File: config.mk
export PLATFORM = sky130hd
export DESIGN_NAME = demux_deser
export DESIGN_NICKNAME = d
export VERILOG_FILES = /design/src/rtl/demux_deser.sv
export SDC_FILE = /design/constraint.sdc
export NUM_CORES = 1
export LEC_CHECK = 0
export BUFFER_PORTS_ARGS = -buffer_cell sky130_fd_sc_hd__buf_4
export CORE_MARGIN = 3
export CORE_UTILIZATION = 50
export CTS_CLUSTER_DIAMETER = 200
export DETAILED_ROUTE_END_ITERATION = 16
export GPL_ROUTABILITY_DRIVEN = 0
export HOLD_SLACK_MARGIN = 0.15
export PLACE_DENSITY = 0.71
export SYNTH_ARGS = -nofsm -noshare
export SYNTH_HDL_FRONTEND = slang
export SYNTH_SLANG_ARGS = --single-unit
File: constraint.sdc
create_clock -name clk -period 2.9 [get_ports clk]
set_clock_uncertainty 0.2 [all_clocks]
set_input_delay 0.435 -clock clk [delete_from_list [all_inputs] [get_ports clk]]
set_output_delay 0.435 -clock clk [all_outputs]
set_load 0.05 [all_outputs]
File: src/rtl/demux_deser.sv
// Serial-to-parallel collector: one bit per d handshake lands at z[sel], and the
// finished WIDTH-bit word is offered downstream on a z_vld/z_rdy handshake.
module demux_deser #(
    parameter int WIDTH = 512,
    parameter int SEL_W = $clog2(WIDTH)
) (
    input  logic             clk,
    input  logic             rst_n,
    input  logic             clr,
    input  logic             d,
    input  logic             d_vld,
    output logic             d_rdy,
    output logic [WIDTH-1:0] z,
    output logic             z_vld,
    input  logic             z_rdy,
    output logic [SEL_W-1:0] sel
);

    typedef enum logic [1:0] {IDLE, FILL, FULL} state_t;

    state_t state;
    logic   accept;

    // A full word can accept the first bit of the next word on the hand-off edge.
    always_comb begin
        d_rdy = 1'b1;
        if (state == FULL) d_rdy = z_rdy;
    end

    assign accept = d_vld && d_rdy;

    always_ff @(posedge clk or negedge rst_n) begin
        if (!rst_n) begin
            state <= IDLE;
            z     <= '0;
            z_vld <= 1'b0;
            sel   <= '0;
        end else if (clr) begin
            // z keeps its contents; the next word start overwrites all of it.
            state <= IDLE;
            z_vld <= 1'b0;
            sel   <= '0;
        end else begin
            case (state)
                IDLE: begin
                    if (accept) begin
                        z     <= {{(WIDTH-1){1'b0}}, d};
                        sel   <= SEL_W'(1);
                        state <= FILL;
                    end
                end
                FILL: begin
                    if (accept) begin
                        z[sel] <= d;
                        sel    <= sel + SEL_W'(1);
                        if (sel == SEL_W'(WIDTH-1)) begin
                            z_vld <= 1'b1;
                            state <= FULL;
                        end
                    end
                end
                FULL: begin
                    if (z_rdy) begin
                        z_vld <= 1'b0;
                        if (d_vld) begin
                            z     <= {{(WIDTH-1){1'b0}}, d};
                            sel   <= SEL_W'(1);
                            state <= FILL;
                        end else begin
                            state <= IDLE;
                        end
                    end
                end
                default: state <= IDLE;
            endcase
        end
    end

endmodule

==> results of run 1 <==
-- state kept, by name (all words and copies together) (netlist names) --
name,flops
z_vld,1
z,512
state,2
sel,9
-- layout make-up --
| type | count | share of cell area (%) |
|---|---|---|
| flip-flops and latches | 524 | 42.4 |
| multi-input cells | 1759 | 31.6 |
| repair buffers | 672 | 17.0 |
| clock buffers | 82 | 5.33 |
| well taps | 615 | 2.48 |
| clock inverters | 16 | 0.852 |
| inverters | 22 | 0.266 |
| diodes | 1 | 0.00807 |
-- metal layers --
| metal | vias to the layer above | GRT usage (%) | routed length [µm] |
|---|---|---|---|
| li1 | 10400 | - | - |
| met1 | 12400 | 54.8 | 40200 |
| met2 | 2098 | 62.0 | 48500 |
| met3 | 480 | 11.3 | 14300 |
| met4 | 0 | 24.5 | 8010 |
| met5 | - | 0 | 0 |
-- worst max-delay path, stage by stage, from the launching register on --
cell	delay (ns)
dfrtp_1	0.43
ha_1	0.19
buf_4	0.28
and3_1	0.25
and3_1	0.17
ha_1	0.18
and3_1	0.22
nor2_1	0.06
nor3_1	0.17
dlygate4sd3_1	0.59
-- timing repair --
| item | in CTS | in global routing |
|---|---|---|
| hold buffers | 7 | 0 |
| setup endpoints to repair | 0 | 9 |
| resized for setup | 0 | 3 |
| hold endpoints to repair | 219 | 0 |
-- power by group through the flow --
stage,combinational (mW),clock [mW],sequential [mW]
after floorplan,0.481,0,7.49
after global placement,0.876,0,7.46
after detailed placement,0.897,0,7.46
after CTS,0.908,7.58,7.33
after global routing,1.01,7.87,7.33
final,0.933,7.54,7.33
-- worst paths after layout --
| path | startpoint | to | slack [ns] |
|---|---|---|---|
| min reg2reg | z[451]$_DFFE_PN0P_ | z[451]$_DFFE_PN0P_ | 0.30 |
| min | rst_n | z[331]$_DFFE_PN0P_ | 0.19 |
| max reg2reg | sel[0]$_DFFE_PN0P_ | z_vld$_DFFE_PN0P_ | 0.08 |
| max | sel[0]$_DFFE_PN0P_ | z_vld$_DFFE_PN0P_ | 0.08 |
| min in group clk | z[451]$_DFFE_PN0P_ | z[451]$_DFFE_PN0P_ | 0.30 |
| max in group asynchronous | rst_n | z[201]$_DFFE_PN0P_ | 1.33 |
-- cells in the mapped netlist (all sizes together), types with 2 or more instances --
| master | n |
|---|---|
| clkbuf | 223 |
| and4bb | 13 |
| dfrtp | 524 |
| nor2b | 12 |
| o31ai | 2 |
| inv | 22 |
| nand4 | 2 |
| buf | 129 |
| nor4b | 16 |
| nand2 | 50 |
| a31oi | 74 |
| and2 | 10 |
| and3 | 9 |
| nor3 | 3 |
| nor2 | 11 |
| nor3b | 2 |
| o22ai | 19 |
| and4b | 28 |
| nor4bb | 10 |
| o21ai | 998 |
| and4 | 19 |
| nor4 | 3 |
| a21oi | 444 |
| ha | 5 |
| nand2b | 4 |
| nand3 | 16 |
-- layout by cell type, fill, tap and decap left out, types with 5 or more instances in the layout --
cell	instances
inv_1	22
nand2_1	38
nor2b_1	10
dfrtp_4	5
dfrtp_1	517
clkbuf_16	57
o22ai_1	19
clkinv_2	6
bufinv_16	7
and2_1	10
nor2_1	8
o21ai_1	153
o21ai_0	844
and4b_1	28
nand2_2	12
nand3_1	15
dlygate4sd3_1	7
ha_1	5
a31oi_1	74
nor4bb_1	6
clkbuf_1	12
nor4b_4	16
and4_1	19
buf_12	17
clkbuf_8	13
a21oi_1	444
and3_1	9
and4bb_2	11
buf_4	647
-- through the flow --
| step | hold WS, ns | setup slack (ns) | util (%) |
|---|---|---|---|
| floorplan | -0.0606 | 0.459 | - |
| global placement | 0.227 | 0.265 | 60.3 |
| detailed placement | 0.233 | 0.178 | 60.3 |
| CTS | 0.199 | 0.124 | 64.5 |
| global route | 0.234 | 0.0120 | 64.5 |
| finish | 0.186 | 0.0822 | 64.5 |
-- cells by family after synthesis --
logic type | Yosys count
DFF | 524
adders and majority gates | 5
buffers and inverters | 374
muxes | 1
AOI/OAI and AO/OA | 1540
and+or+nand+nor | 213
==> run_results.csv, run 1 <==
group,metric,value,unit
timing,worst_pin_slew,1.18,ns
cts,cts-root-buf,"clkbuf_16",
place,dp_cells,3585,
finish,nNetsFinal,3044,
run_status,status,"finished, final reports clean",
pwr,fin_total_pwr,15.8,mW
cts,clockBufferDepth,3,
place,io_buffers,528,
pwr,netSwitchingPower,3.71,mW
flow_run,cap_violations,0,
timing,grt_setup_unrepaired,"false",
timing,fmax,0.355,GHz
finish,syn2layout_area_growth,26.7,%
timing,slew_viol_final,0,
timing,period_share,97.2,%
yosys,synth_area_leaders,"dfrtp_1 (54%), o21ai_0 (17%), a21oi_1 (9.1%)",
yosys,synth-edff-count,0,
floorplan,die_h,227,µm
floorplan,initial_core_util,50.9,%
pwr,sw_frac_of_total,23.5,%
floorplan,die_w,227,µm
grt,grt_pass1_wl,160,mm
yosys,synth_area,24500,µm²
timing,setup_viol_count_final,0,
timing,hold_viol,0,
floorplan,dieArea,51600,µm²
worst_setup_path,worstPathMaxFanout,17,
cts,worstSkewPairLatency,0.61,ns
floorplan,rows,80,
hold_path,hp-class,"input pin to asynchronous set/reset pin",
yosys,yosys_warnings,0,
cts,cts_tree,"built",
pwr,pwr_density_cell,510,nW/µm²
drt,first_iter_violations,4132,
yosys,synth-simple-area-share,7.25,%
pwr,seqPwrFrac,46.4,%
pwr,p_int,12.1,mW
yosys,synth_adder_area_share,0.256,%
worst_setup_path,critical_path_class,"register to register",
finish,multi_input_area,9800,µm²
cts,clkSinkCount,524,
worst_setup_path,required,3.22,ns
finish,layout-drive-gt1-share,26.5,%
yosys,synthCells,2657,
grt,grt_usage,41.6,%
drt,wl,111,mm
pwr,clkPwrFrac,47.7,%
worst_setup_path,crit_path_start_kind,"register",
place,dpl_cell_area,29000,µm²
yosys,synth_compound_area_share,32.1,%
pwr,vdd_drop_max,366,µV
worst_setup_path,arrival,3.14,ns
drt,drc,0,
place,dp.final_hpwl,73.1,mm
yosys,yosysSeqAreaShare,53.6,%
cts,clk_pin_slew,0.07,ns
finish,layout.area.seq,13100,µm²
pwr,power_leakage,14.6,nW
yosys,synth_top_area_share,53.6,%
floorplan,io_pins,529,
yosys,synthXorXnorAreaFrac,0,%
cts,htreeDepth,2,
worst_setup_path,cp-end-kind,"register",
drt,vias,25300,
floorplan,coreArea,48000,µm²
worst_setup_path,rr_worst_depth,9,
yosys,syn_avg_cell_area,9.21,µm²
timing,relSlewSlack,21.1,%
grt,overflow,0,
yosys,ys_ff_latch,524,
cts,post_cts_buffers,0,
yosys,synth.net_count,2668,
grt,grt_pass1_vias,24000,
finish,layout.cells.non_filler,3691,
drt,first_pass_iters,6,
yosys,synth_top_family_by_area,"compound AO/OA/AOI/OAI gates",
timing,finalCriticalPeriod,2.82,ns
yosys,synth.area.mux_share,0.0460,%
grt,grt_antenna_before_repair,2,
yosys,synthFlopType,"dfrtp_1",
timing,tns,0,ns
yosys,synth_cell_type_count,47,
finish,finalInstanceArea,31000,µm²
cts,cts_buffers,54,
yosys,synthArstFlopShare,100,%
pwr,pwr-share-comb,5.9,%
grt,grt_max_degree,204,
drt,ant_nets,0,
drt,via_per_inst,6.86,
yosys,yosysTopAreaCell,"dfrtp_1",
finish,fill_cells,3972,
drt,route.detailed.wl_per_inst,30.1,µm
No activity file was read; power rests on OpenSTA's default activity.
==> inputs of run 2 (changes only) <==
--- a/config.mk
+++ b/config.mk
@@ -12,6 +12,7 @@
 export DETAILED_ROUTE_END_ITERATION = 16
 export GPL_ROUTABILITY_DRIVEN = 0
 export HOLD_SLACK_MARGIN = 0.15
+export MAX_ROUTING_LAYER = met4
 export PLACE_DENSITY = 0.71
 export SYNTH_ARGS = -nofsm -noshare
 export SYNTH_HDL_FRONTEND = slang
==> run 2 against run 1 <==
Compared with the run above: utilization unchanged; fmax decreased by 0.16%; global-route usage grew 1.2 points; sequential cell count unchanged; routed wire length is 0.24% lower; sequential power about the same; non-clock buffer count did not move; final area did not move; largest power group unchanged; largest cell class unchanged; hold slack better by 0.0044 ns; via count rose by 0.13%.
==> run_results.csv, run 2 (same netlist as run 1, synthesis figures left out) <==
group,metric,value,unit
drt,wl,111,mm
drt,ant_nets,0,
cts,cts_buffers,54,
worst_setup_path,crit_family,"simple AND/OR/NAND/NOR gates",
run_status,status,"finished, final reports clean",
finish,syn2layout_area_growth,26.7,%
cts,cts-root-buf,"clkbuf_16",
drt,drc,0,
floorplan,initial_core_util,50.9,%
pwr,pwr-share-comb,5.9,%
drt,met3WireLength,14.1,mm
worst_setup_path,critical_path_buf_inv_count,2,
worst_setup_path,required,3.23,ns
cts,clkSinkCount,524,
pwr,vdd_drop_max,368,µV
worst_setup_path,crit_slowest_cell,"dlygate4sd3_1",
finish,reg_top3,"z: 512 flops, sel: 9 flops, state: 2 flops",
pwr,seqPwrFrac,46.4,%
timing,finalCriticalPeriod,2.82,ns
pwr,pwr_density_cell,510,nW/µm²
pwr,clkPwrFrac,47.7,%
grt,overflow,0,
grt,grt_usage,42.8,%
finish,fill_cells,3972,
timing,holdWs,0.190,ns
drt,routed.top_layer,"met4",
timing,grt_setup_unrepaired,"false",
drt,met2_length,48.6,mm
finish,regMostFlops,"z",
floorplan,dieArea,51600,µm²
timing,worst_pin_slew,1.18,ns
cts,clk_pin_slew,0.06,ns
floorplan,rows,80,
drt,route.detailed.wl_per_inst,30.0,µm
grt,grt_pass1_wl,159,mm
finish,nNetsFinal,3044,
drt,first_iter_violations,3875,
finish,largest_register_ffs,512,
timing,relSlewSlack,21.1,%
flow_run,cap_violations,0,
cts,htreeDepth,2,
pwr,power_leakage,14.6,nW
worst_setup_path,worstPathMaxFanout,17,
pwr,netSwitchingPower,3.71,mW
drt,via_per_inst,6.87,
pwr,sw_frac_of_total,23.5,%
cts,cts_tree,"built",
drt,vias,25300,
worst_setup_path,arrival,3.15,ns
cts,clockBufferDepth,3,
timing,fmax,0.354,GHz
drt,wl_met1,39.9,mm
place,dp.final_hpwl,73.1,mm
timing,setup_viol_count_final,0,
grt,grt_pass1_vias,23900,
finish,layout.area.seq,13100,µm²
finish,mostFrequentLayoutCells,"o21ai_0 (844), buf_4 (647), dfrtp_1 (517), a21oi_1 (444), o21ai_1 (153)",
worst_setup_path,cp-end-kind,"register",
worst_setup_path,timing.rr.start,"sel[0]$_DFFE_PN0P_",
finish,layout_commonest_cell,"o21ai_0",
grt,grt_max_degree,204,
worst_setup_path,cp_cell_sequence,"ha_1 -> buf_4 -> and3_1 -> and3_1 -> ha_1 -> and3_1 -> nor2_1 -> nor3_1 -> dlygate4sd3_1",
timing,hold_viol,0,
cts,worstSkewPairLatency,0.61,ns
worst_setup_path,rrSetupSlack,0.08,ns
floorplan,coreArea,48000,µm²
pwr,p_int,12.1,mW
timing,period_share,97.3,%
finish,layout-drive-gt1-share,26.5,%
place,io_buffers,528,
floorplan,io_pins,529,
worst_setup_path,crit_path_start_kind,"register",
worst_setup_path,reg2reg_to,"z_vld$_DFFE_PN0P_",
worst_setup_path,rr_worst_depth,9,
grt,grt_antenna_before_repair,2,
timing,tns,0,ns
floorplan,die_h,227,µm
finish,multi_input_area,9800,µm²
worst_setup_path,worst_path_largest_cell_delay,0.58,ns
hold_path,hp-class,"input pin to asynchronous set/reset pin",
floorplan,die_w,227,µm
timing,slew_viol_final,0,
worst_setup_path,cp_common_cell,"and3_1",
worst_setup_path,critical_path_class,"register to register",
drt,first_pass_iters,6,
==> run 2: cell counts in the layout (fill, tap and decap cells not counted) <==
Identical to the previous run, type by type.
==> run 2: layout make-up <==
cell class | instances | share of cell area (%)
Clock buffer | 82 | 5.33
Tap cell | 615 | 2.48
Timing Repair Buffer | 672 | 17.0
Antenna cell | 1 | 0.00807
Inverter | 22 | 0.266
Multi-Input combinational cell | 1759 | 31.6
Clock inverter | 16 | 0.852
Sequential cell | 524 | 42.4
==> run 2: through the flow <==
step | area (µm²) | setup slack [ns] | power, mW | utilization [%] | cells
2_1_floorplan | 24500 | 0.459 | 7.97 | - | 2657
3_3_place_gp | 29000 | 0.265 | 8.34 | 60.3 | 3585
3_5_place_dp | 29000 | 0.178 | 8.36 | 60.3 | 3585
4_1_cts | 31000 | 0.124 | 15.8 | 64.5 | 3690
5_1_grt | 31000 | 0.00473 | 16.2 | 64.5 | 3690
6_report | 31000 | 0.0776 | 15.8 | 64.5 | 3691
==> run 2: how the worst max path moves through the flow <==
stage	start	endpoint	depth (start not counted)
final	sel[0]$_DFFE_PN0P_	z_vld$_DFFE_PN0P_	9
after global routing	sel[0]$_DFFE_PN0P_	z_vld$_DFFE_PN0P_	9
after CTS	sel[2]$_DFFE_PN0P_	z_vld$_DFFE_PN0P_	8
after detailed placement	sel[0]$_DFFE_PN0P_	z[72]$_DFFE_PN0P_	8
after global placement	sel[0]$_DFFE_PN0P_	z[100]$_DFFE_PN0P_	8
after floorplan	sel[0]$_DFFE_PN0P_	state[0]$_DFFE_PN0P_	7
==> run 2: power by group through the flow <==
stage	combinational [mW]	sequential [mW]	clock [mW]
final	0.934	7.33	7.54
after global routing	1.01	7.33	7.87
after CTS	0.908	7.33	7.58
after detailed placement	0.897	7.46	0
after global placement	0.876	7.46	0
after floorplan	0.481	7.49	0
==> run 2: repair_timing <==
action | CTS | global route
setup endpoints to repair | 0 | 9
hold buffers | 7 | 0
buffers inserted | 0 | 0
hold endpoints to repair | 219 | 0
resized for setup | 0 | 3
==> run 2: metal layers <==
layer / GRT usage (%) / up-vias
met5: - / -
li1: - / 10400
met4: 24.4 / 0
met3: 11.0 / 501
met2: 62.3 / 2097
met1: 54.7 / 12400
==> run 2: worst reg2reg max path, cell delays in order (launching register included) <==
cell and delay (ns):
dfrtp_1 0.44, ha_1 0.19, buf_4 0.27, and3_1 0.25
and3_1 0.17, ha_1 0.19, and3_1 0.22, nor2_1 0.07
nor3_1 0.18, dlygate4sd3_1 0.58
